### src/rtl/sprite_blitter.sv
// rtl/sprite_blitter.sv - 16x16 one-bit sprite rasteriser into an 8bpp framebuffer write port
// Optional erase of the previous sprite box is built only when BLIT_ERASE_EN is defined.
module sprite_blitter #(
  parameter int         FB_WIDTH  = 640,
  parameter int         FB_HEIGHT = 480,
  parameter int         ADDR_W    = 19,
  parameter logic [7:0] BG_COLOR  = 8'd0
) (
  input  logic              CLOCK_50,
  input  logic              reset,
  input  logic              start,
  input  logic [9:0]        sprite_x,
  input  logic [9:0]        sprite_y,
  input  logic [255:0]      sprite_bitmap,
  input  logic [7:0]        sprite_color,
  output logic              busy,
  output logic              done,
  output logic [ADDR_W-1:0] fb_addr,
  output logic [7:0]        fb_data,
  output logic              fb_we,
  input  logic              fb_ready
);

`ifdef BLIT_ERASE_EN
  typedef enum logic [1:0] {S_IDLE, S_ERASE, S_DRAW, S_DONE} state_t;
`else
  typedef enum logic [1:0] {S_IDLE, S_DRAW, S_DONE} state_t;
`endif

  state_t         state_q, state_d;
  logic [7:0]     k_q, k_d;
  logic [9:0]     x_q, x_d, y_q, y_d;
  logic [255:0]   bmp_q, bmp_d;
  logic [7:0]     color_q, color_d;
`ifdef BLIT_ERASE_EN
  logic [9:0]     prev_x_q, prev_x_d, prev_y_q, prev_y_d;
  logic           prev_valid_q, prev_valid_d;
`endif

  logic              scan, erase_phase, paint, clipped;
  logic [9:0]        base_x, base_y;
  logic [10:0]       px, py;
  logic [7:0]        pix_color;
  logic [ADDR_W-1:0] full_addr;

  always_ff @(posedge CLOCK_50 or posedge reset) begin
    if (reset) begin
      state_q      <= S_IDLE;
      k_q          <= 8'd0;
      x_q          <= 10'd0;
      y_q          <= 10'd0;
      bmp_q        <= 256'd0;
      color_q      <= 8'd0;
`ifdef BLIT_ERASE_EN
      prev_x_q     <= 10'd0;
      prev_y_q     <= 10'd0;
      prev_valid_q <= 1'b0;
`endif
    end else begin
      state_q      <= state_d;
      k_q          <= k_d;
      x_q          <= x_d;
      y_q          <= y_d;
      bmp_q        <= bmp_d;
      color_q      <= color_d;
`ifdef BLIT_ERASE_EN
      prev_x_q     <= prev_x_d;
      prev_y_q     <= prev_y_d;
      prev_valid_q <= prev_valid_d;
`endif
    end
  end

  always_comb begin
    state_d   = state_q;
    k_d       = k_q;
    x_d       = x_q;
    y_d       = y_q;
    bmp_d     = bmp_q;
    color_d   = color_q;
`ifdef BLIT_ERASE_EN
    prev_x_d     = prev_x_q;
    prev_y_d     = prev_y_q;
    prev_valid_d = prev_valid_q;
    erase_phase  = (state_q == S_ERASE);
`else
    erase_phase  = 1'b0;
`endif
    busy      = 1'b0;
    done      = 1'b0;
    fb_we     = 1'b0;
    fb_data   = 8'd0;
    fb_addr   = '0;
    scan      = (state_q == S_DRAW) || erase_phase;

    // Erase clears the old box unconditionally; draw uses the latched bitmap (MSB = top-left).
    base_x    = x_q;
    base_y    = y_q;
    paint     = bmp_q[~k_q];
    pix_color = color_q;
`ifdef BLIT_ERASE_EN
    if (erase_phase) begin
      base_x    = prev_x_q;
      base_y    = prev_y_q;
      paint     = 1'b1;
      pix_color = BG_COLOR;
    end
`endif
    px        = {1'b0, base_x} + {7'd0, k_q[3:0]};
    py        = {1'b0, base_y} + {7'd0, k_q[7:4]};
    clipped   = (px >= 11'(FB_WIDTH)) || (py >= 11'(FB_HEIGHT));
    full_addr = (ADDR_W'(py) << 9) + (ADDR_W'(py) << 7) + ADDR_W'(px);

    if (state_q == S_IDLE) begin
      if (start) begin
        x_d     = sprite_x;
        y_d     = sprite_y;
        bmp_d   = sprite_bitmap;
        color_d = sprite_color;
        k_d     = 8'd0;
`ifdef BLIT_ERASE_EN
        state_d = prev_valid_q ? S_ERASE : S_DRAW;
`else
        state_d = S_DRAW;
`endif
      end
    end else if (state_q == S_DONE) begin
      done    = 1'b1;
      state_d = S_IDLE;
    end else if (scan) begin
      busy  = 1'b1;
      fb_we = paint && !clipped;
      if (fb_we) begin
        fb_data = pix_color;
        fb_addr = full_addr;
      end
      // Counter only moves when the current pixel is a no-write or its write is accepted.
      if (!fb_we || fb_ready) begin
        k_d = k_q + 8'd1;
        if (k_q == 8'hFF) begin
          if (erase_phase) begin
            state_d = S_DRAW;
          end else begin
            state_d = S_DONE;
`ifdef BLIT_ERASE_EN
            prev_x_d     = x_q;
            prev_y_d     = y_q;
            prev_valid_d = 1'b1;
`endif
          end
        end
      end
    end else begin
      state_d = S_IDLE;
    end
  end

endmodule
### config.mk
export PLATFORM = sky130hd
export DESIGN_NAME = sprite_blitter
export DESIGN_NICKNAME = d
export VERILOG_FILES = /design/src/rtl/sprite_blitter.sv
export SDC_FILE = /design/constraint.sdc
export NUM_CORES = 1
export LEC_CHECK = 0
export BUFFER_PORTS_ARGS = -buffer_cell sky130_fd_sc_hd__buf_4
export CAP_MARGIN = 20
export CORE_MARGIN = 2
export CORE_UTILIZATION = 45
export CTS_BUF_LIST = sky130_fd_sc_hd__clkbuf_8
export CTS_CLUSTER_SIZE = 12
export DETAILED_ROUTE_END_ITERATION = 12
export PLACE_DENSITY = 0.76
export SYNTH_ARGS = -nofsm -noshare
export SYNTH_HDL_FRONTEND = slang
export SYNTH_SLANG_ARGS = --single-unit
export TNS_END_PERCENT = 5
### constraint.sdc
create_clock -name CLOCK_50 -period 12.6 [get_ports CLOCK_50]
set_input_delay 3.15 -clock CLOCK_50 [delete_from_list [all_inputs] [get_ports CLOCK_50]]
set_output_delay 3.15 -clock CLOCK_50 [all_outputs]
set_load 0.01 [all_outputs]
==> results.yml, run 1 <==
clock_network:
  clk_path_buf_depth: 3
  ctsHtreeMaxLevel: 2
  numCtsBuffers: 50
  cts_tree: "built"
  post_cts_buffers: 0
  clk_latency_ps: 590
  cts_resized: 0
  path_clk_slew_ps: 60
  cts_hold_buf: 0
  cts-root-buf: "clkbuf_8"
  clock_sinks: 294
final_layout:
  regArea_um2: 7360
  drive_gt1_frac: 0.237
  final_common_cell: "nand2_1"
  final_cells: 2397
  area_growth_pct: 25.4
  nNetsFinal: 2242
  final_cell_mix: "nand2_1, buf_4, dfrtp_1, clkbuf_8, inv_1"
  multiInputGateArea_um2: 6690
  fin_util: 0.576
  fillerInstances: 2813
route:
  final_antenna_net_count: 0
  first_pass_iters: 5
  drc: 0
  wl_mm: 41.0
  drt_iter0_drc: 942
  vias: 12200
  viasPerCell: 5.10
  routedWlPerCell_um: 17.1
worst_hold_path:
  hp-start: "bmp_q[127]"
  min_to: "bmp_q[127]"
  hold-path-cell-count: 2
  hp-class: "reg2reg"
floorplan:
  num_rows: 65
  start_util: 0.459
  io_pins: 318
  core_um2: 31800
  fp.dieH_um: 184
  die_w_um: 184
  die_area_um2: 33900
sta:
  final_hold_viol_count: 0
  slew_headroom: 0.274
  fin_tns_setup_ps: 0
  slew_viol_final: 0
  fin_skew_ps: 40.9
  setup_viol: 0
  worst_slew_pin_slew_ps: 1090
  rsz0062_at_grt: "false"
  period_share: 0.705
  clock.fmax_mhz: 113
  finalCriticalPeriod_ps: 8890
worst_setup_path:
  path_depth: 20
  path_buf_inv: 2
  ff2ff_setup_slack_ps: 8410
  critPathMaxStageDelay_ps: 850
  crit_type: "reg2out"
  critPathLaunchType: "register"
  crit_fanout: 33
  critPathSlowestCell: "dfrtp_4"
  cp_top_family: "compound AO/OA/AOI/OAI gates"
  r2r-start: "k_q[0]"
  rr_worst_depth: 10
  worstPathRequired_ps: 9450
  endpoint_kind: "output port"
  reg2reg_to: "k_q[1]"
  path_cells: "ha_1, a21o_1, a21o_1, a21oi_1, nor3b_1, and3_1, xnor2_1, fa_1, inv_1, fa_1, nor2b_1, o21ai_0, a21boi_0, o21ai_0, a21boi_0, o21ai_0, a21o_1, nand3_1, nor3b_1, buf_4"
  worstPathArrival_ps: 5740
synthesis:
  yosys_warnings: 0
  seq_area_frac_synth: 0.504
  syn_area_per_cell_um2: 8.97
  synth_seq_cells: 294
  synthCells: 1629
  syn_nets: 1950
  async_reset_ff_frac: 1.00
  synth_edf_count: 0
  syn_area_um2: 14600
  synthDistinctLibCells: 52
  ys.flop_type: "dfrtp_1"
placement:
  dp_hpwl_mm: 28.6
  port-buffer-count: 317
  place_congestion: 0.868
  place_inst: 2302
power_and_ir_drop:
  power.density_nw_per_um2: 215
  p_leak_nw: 9.75
  max-vdd-ir-drop_mv: 0.0979
grt:
  grt-ovfl-total: 0
  grt_max_degree: 185
  grt_pass1_vias: 12600
  grt.total_usage: 0.244
  antenna_found_initial: 1
  grt_pass1_wl_mm: 64.9
status:
  status: "complete, no violations"
flow_run:
  maxCapViolCount: 0
-- synthesized netlist by cell type (7+ instances only) --
library cell,n,area (um2)
nand2_1,851,3190
dfrtp_1,294,7360
clkbuf_1,67,251
mux2i_1,44,440
inv_1,34,128
mux4_2,33,743
nor2_1,30,113
o21ai_0,29,145
ha_1,28,350
a21oi_1,19,95.1
a22oi_1,13,97.6
mux2_2,13,146
nand3_1,12,60.1
nor2b_1,12,75.1
xnor2_1,12,105
mux4_1,11,289
nor3_1,10,50.1
a211oi_1,7,52.6
buf_2,7,35.0
buf_4,7,52.6
o211ai_1,7,52.6
xor2_1,7,61.3
-- stage by stage --
step | hold slack, ps | setup slack, ps | area, um2 | power [W]
global route | 480 | 3260 | 18300 | 0.00422
global placement | 449 | 4570 | 17200 | 0.00300
finish | 465 | 3710 | 18300 | 0.00394
CTS | 469 | 3720 | 18300 | 0.00397
detailed placement | 454 | 4380 | 17200 | 0.00306
floorplan | 437 | 1330 | 14600 | 0.00254
-- per-layer routing --
layer / up-vias / routed length [um] / global-route usage
met4: 0 / 945 / 0.0755
met2: 460 / 19500 / 0.398
met1: 5826 / 17300 / 0.326
met5: - / 0 / 0
met3: 66 / 3220 / 0.0557
li1: 5874 / - / -
-- report_power, final --
part	internal (W)	switching [W]	total [W]	leakage [nW]
clock	0.000486	0.000399	0.000885	0.601
combinational	0.000743	0.000835	0.00158	5.48
sequential	0.00125	0.000220	0.00148	3.66
-- registers in the layout (all words and copies together), names as in the netlist --
signal and flops:
k_q 8, bmp_q 256, state_q 2, base_x 10
color_q 8, base_y 10
-- logic make-up after synthesis --
logic type | Yosys count | share of synthesized area
adders and majority gates | 33 | 0.0308
AOI/OAI and AO/OA | 109 | 0.0492
muxes | 102 | 0.112
buffers and inverters | 126 | 0.0390
DFF | 294 | 0.504
xor gates and xnor gates | 19 | 0.0114
and+or+nand+nor | 946 | 0.254
-- cell type report --
cell class / instances / share of cell area
clock inverter: 34 / 0.0133
sequential: 294 / 0.402
inverter: 34 / 0.00738
multi-input combinational: 1209 / 0.365
timing repair buffer: 332 / 0.139
clock buffer: 58 / 0.0436
tap: 435 / 0.0297
antenna: 1 / 0.000137
-- worst max path at each step --
stage | startpoint | to | slack, ps
floorplan | reset | base_x[0] | 1330
global placement | k_q[0] | fb_addr[18] | 4570
detailed placement | k_q[0] | fb_addr[18] | 4380
CTS | k_q[0] | fb_addr[18] | 3720
global route | k_q[0] | fb_addr[18] | 3260
finish | k_q[0] | fb_addr[18] | 3710
-- worst reg2reg max path, cell delays in order, from the launching register on --
cell and delay (ps):
dfrtp_4 850, buf_4 550, mux4_1 630, mux4_2 480, nor2_1 250, o31ai_1 100
o211ai_1 120, o211ai_1 180, and4b_4 260, a211oi_4 290, mux2_1 340
Note: power is estimated with default switching activity, not from simulation.
==> run 2, diff against run 1 <==
==> constraint.sdc (replaced) <==
create_clock -name CLOCK_50 -period 9 [get_ports CLOCK_50]
set_input_delay 2.25 -clock CLOCK_50 [delete_from_list [all_inputs] [get_ports CLOCK_50]]
set_output_delay 2.25 -clock CLOCK_50 [all_outputs]
set_load 0.01 [all_outputs]
==> run 2 against run 1 <==
  * Via count fell by 0.29%
  * Core utilization decreased by 0.20 points
  * Critical endpoint unchanged
  * Non-clock buffer count unchanged
  * Critical path type unchanged
==> results.yml, run 2 (same netlist as run 1, synthesis figures left out) <==
floorplan:
  io_pins: 318
  start_util: 0.459
  core_um2: 31800
  die_area_um2: 33900
  fp.dieH_um: 184
  die_w_um: 184
  num_rows: 65
final_layout:
  regMostFlops: "bmp_q"
  final_common_cell: "nand2_1"
  fillerInstances: 2764
  area_growth_pct: 25.0
  final_cell_mix: "nand2_1, buf_4, dfrtp_1, clkbuf_8, inv_1"
  drive_gt1_frac: 0.235
  nNetsFinal: 2242
  largest_reg_flops: 256
worst_setup_path:
  startpoint: "k_q[0]"
  critPathLaunchType: "register"
  worstPathRequired_ps: 6750
  endpoint_kind: "output port"
  worstPathArrival_ps: 5530
  crit_fanout: 24
  r2r-start: "k_q[0]"
  crit_type: "reg2out"
worst_hold_path:
  hp-start: "bmp_q[216]"
  hp-class: "reg2reg"
grt:
  grt_pass1_vias: 12500
  grt_max_degree: 243
  antenna_found_initial: 1
  grt_pass1_wl_mm: 63.7
  grt.total_usage: 0.239
  grt-ovfl-total: 0
clock_network:
  clk_latency_ps: 590
  cts_resized: 0
  cts_hold_buf: 0
  cts-root-buf: "clkbuf_8"
  clock_sinks: 294
  post_cts_buffers: 0
  clk_path_buf_depth: 3
  cts_tree: "built"
  ctsHtreeMaxLevel: 2
  path_clk_slew_ps: 60
  numCtsBuffers: 50
route:
  vias: 12200
  viasPerCell: 5.10
  routedWlPerCell_um: 16.8
  routed-wl-met2_mm: 18.9
  first_pass_iters: 5
  wl_mm: 40.2
  dr_wl_met3_mm: 2.92
  drt_iter0_drc: 731
  drc: 0
  final_antenna_net_count: 0
  wl_met1_mm: 17.2
  maxUsedRoutingLayer: "met4"
sta:
  slew_headroom: 0.226
  setup_viol: 0
  fin_tns_setup_ps: 0
  period_share: 0.865
  worst_slew_pin_slew_ps: 1160
  clock.fmax_mhz: 128
  finalCriticalPeriod_ps: 7780
  fin_skew_ps: 35.8
  rsz0062_at_grt: "false"
  slew_viol_final: 0
  final_hold_viol_count: 0
power_and_ir_drop:
  p_switching_w: 0.00201
  max-vdd-ir-drop_mv: 0.142
  power.density_nw_per_um2: 299
  p_leak_nw: 9.71
  internal_power_w: 0.00344
  combPwrFrac: 0.406
  p_sw_frac: 0.369
  total_power_w: 0.00545
  clock_power_share: 0.219
  seqPwrFrac: 0.375
placement:
  dp_hpwl_mm: 28.0
  place_congestion: 0.870
  port-buffer-count: 317
flow_run:
  maxCapViolCount: 0
status:
  status: "complete, no violations"
## run 2: worst paths after layout
kind | to | slack (ps) | depth (start not counted)
setup reg to reg | k_q[1] | 4900 | 10
hold / removal | bmp_q[216] | 470 | 2
max in group asynchronous | k_q[0] | 6000 | 3
hold reg to reg | bmp_q[216] | 470 | 2
min in group asynchronous | bmp_q[89] | 1660 | 2
setup / recovery | fb_addr[18] | 1220 | 20
## run 2: worst max-delay path, cell delays in order, from the launching register on
cell and delay [ps]:
dfrtp_4 720, ha_1 260, a21o_1 120, a21o_1 160, a21oi_1 100, nor3b_1 490
and3_1 240, xnor2_1 90, fa_1 560, inv_1 70, fa_1 440, nor2b_1 170
o21ai_0 140, a21boi_0 250, o21ai_0 150, a21boi_0 250, o21ai_0 140, a21o_1 200
nand3_1 60, nor3b_1 200, buf_4 150
## run 2: layout make-up
cell class | count | area [um2] | share of cell area
clock buffers | 62 | 853 | 0.0467
flip-flops and latches | 294 | 7360 | 0.403
well taps | 435 | 544 | 0.0298
repair buffers | 332 | 2520 | 0.138
clock inverters | 24 | 148 | 0.00809
inverters | 34 | 131 | 0.00720
multi-input cells | 1209 | 6690 | 0.366
diodes | 1 | 2.50 | 0.000137
## run 2: through the flow
step | utilization | std cells | hold WS (ps) | area [um2] | worst slack (ps)
floorplan | - | 1629 | 437 | 14600 | 2620
global placement | 0.542 | 2303 | 449 | 17200 | 2090
detailed placement | 0.542 | 2303 | 457 | 17200 | 1900
CTS | 0.573 | 2389 | 471 | 18200 | 1260
global route | 0.574 | 2391 | 481 | 18300 | 801
finish | 0.574 | 2391 | 467 | 18300 | 1220
## run 2: power groups by stage
stage	Sequential [W]	Clock [W]	Combinational, W
after floorplan	0.00194	0	0.00161
after global placement	0.00204	0	0.00215
after detailed placement	0.00206	0	0.00220
after CTS	0.00204	0.00122	0.00222
after global routing	0.00210	0.00128	0.00246
final	0.00204	0.00120	0.00221
## run 2: routing by layer
metal	vias to the layer above	track usage
met4	0	0.0845
met2	431	0.385
met1	5820	0.321
met5	-	0
met3	73	0.0498
li1	5867	-
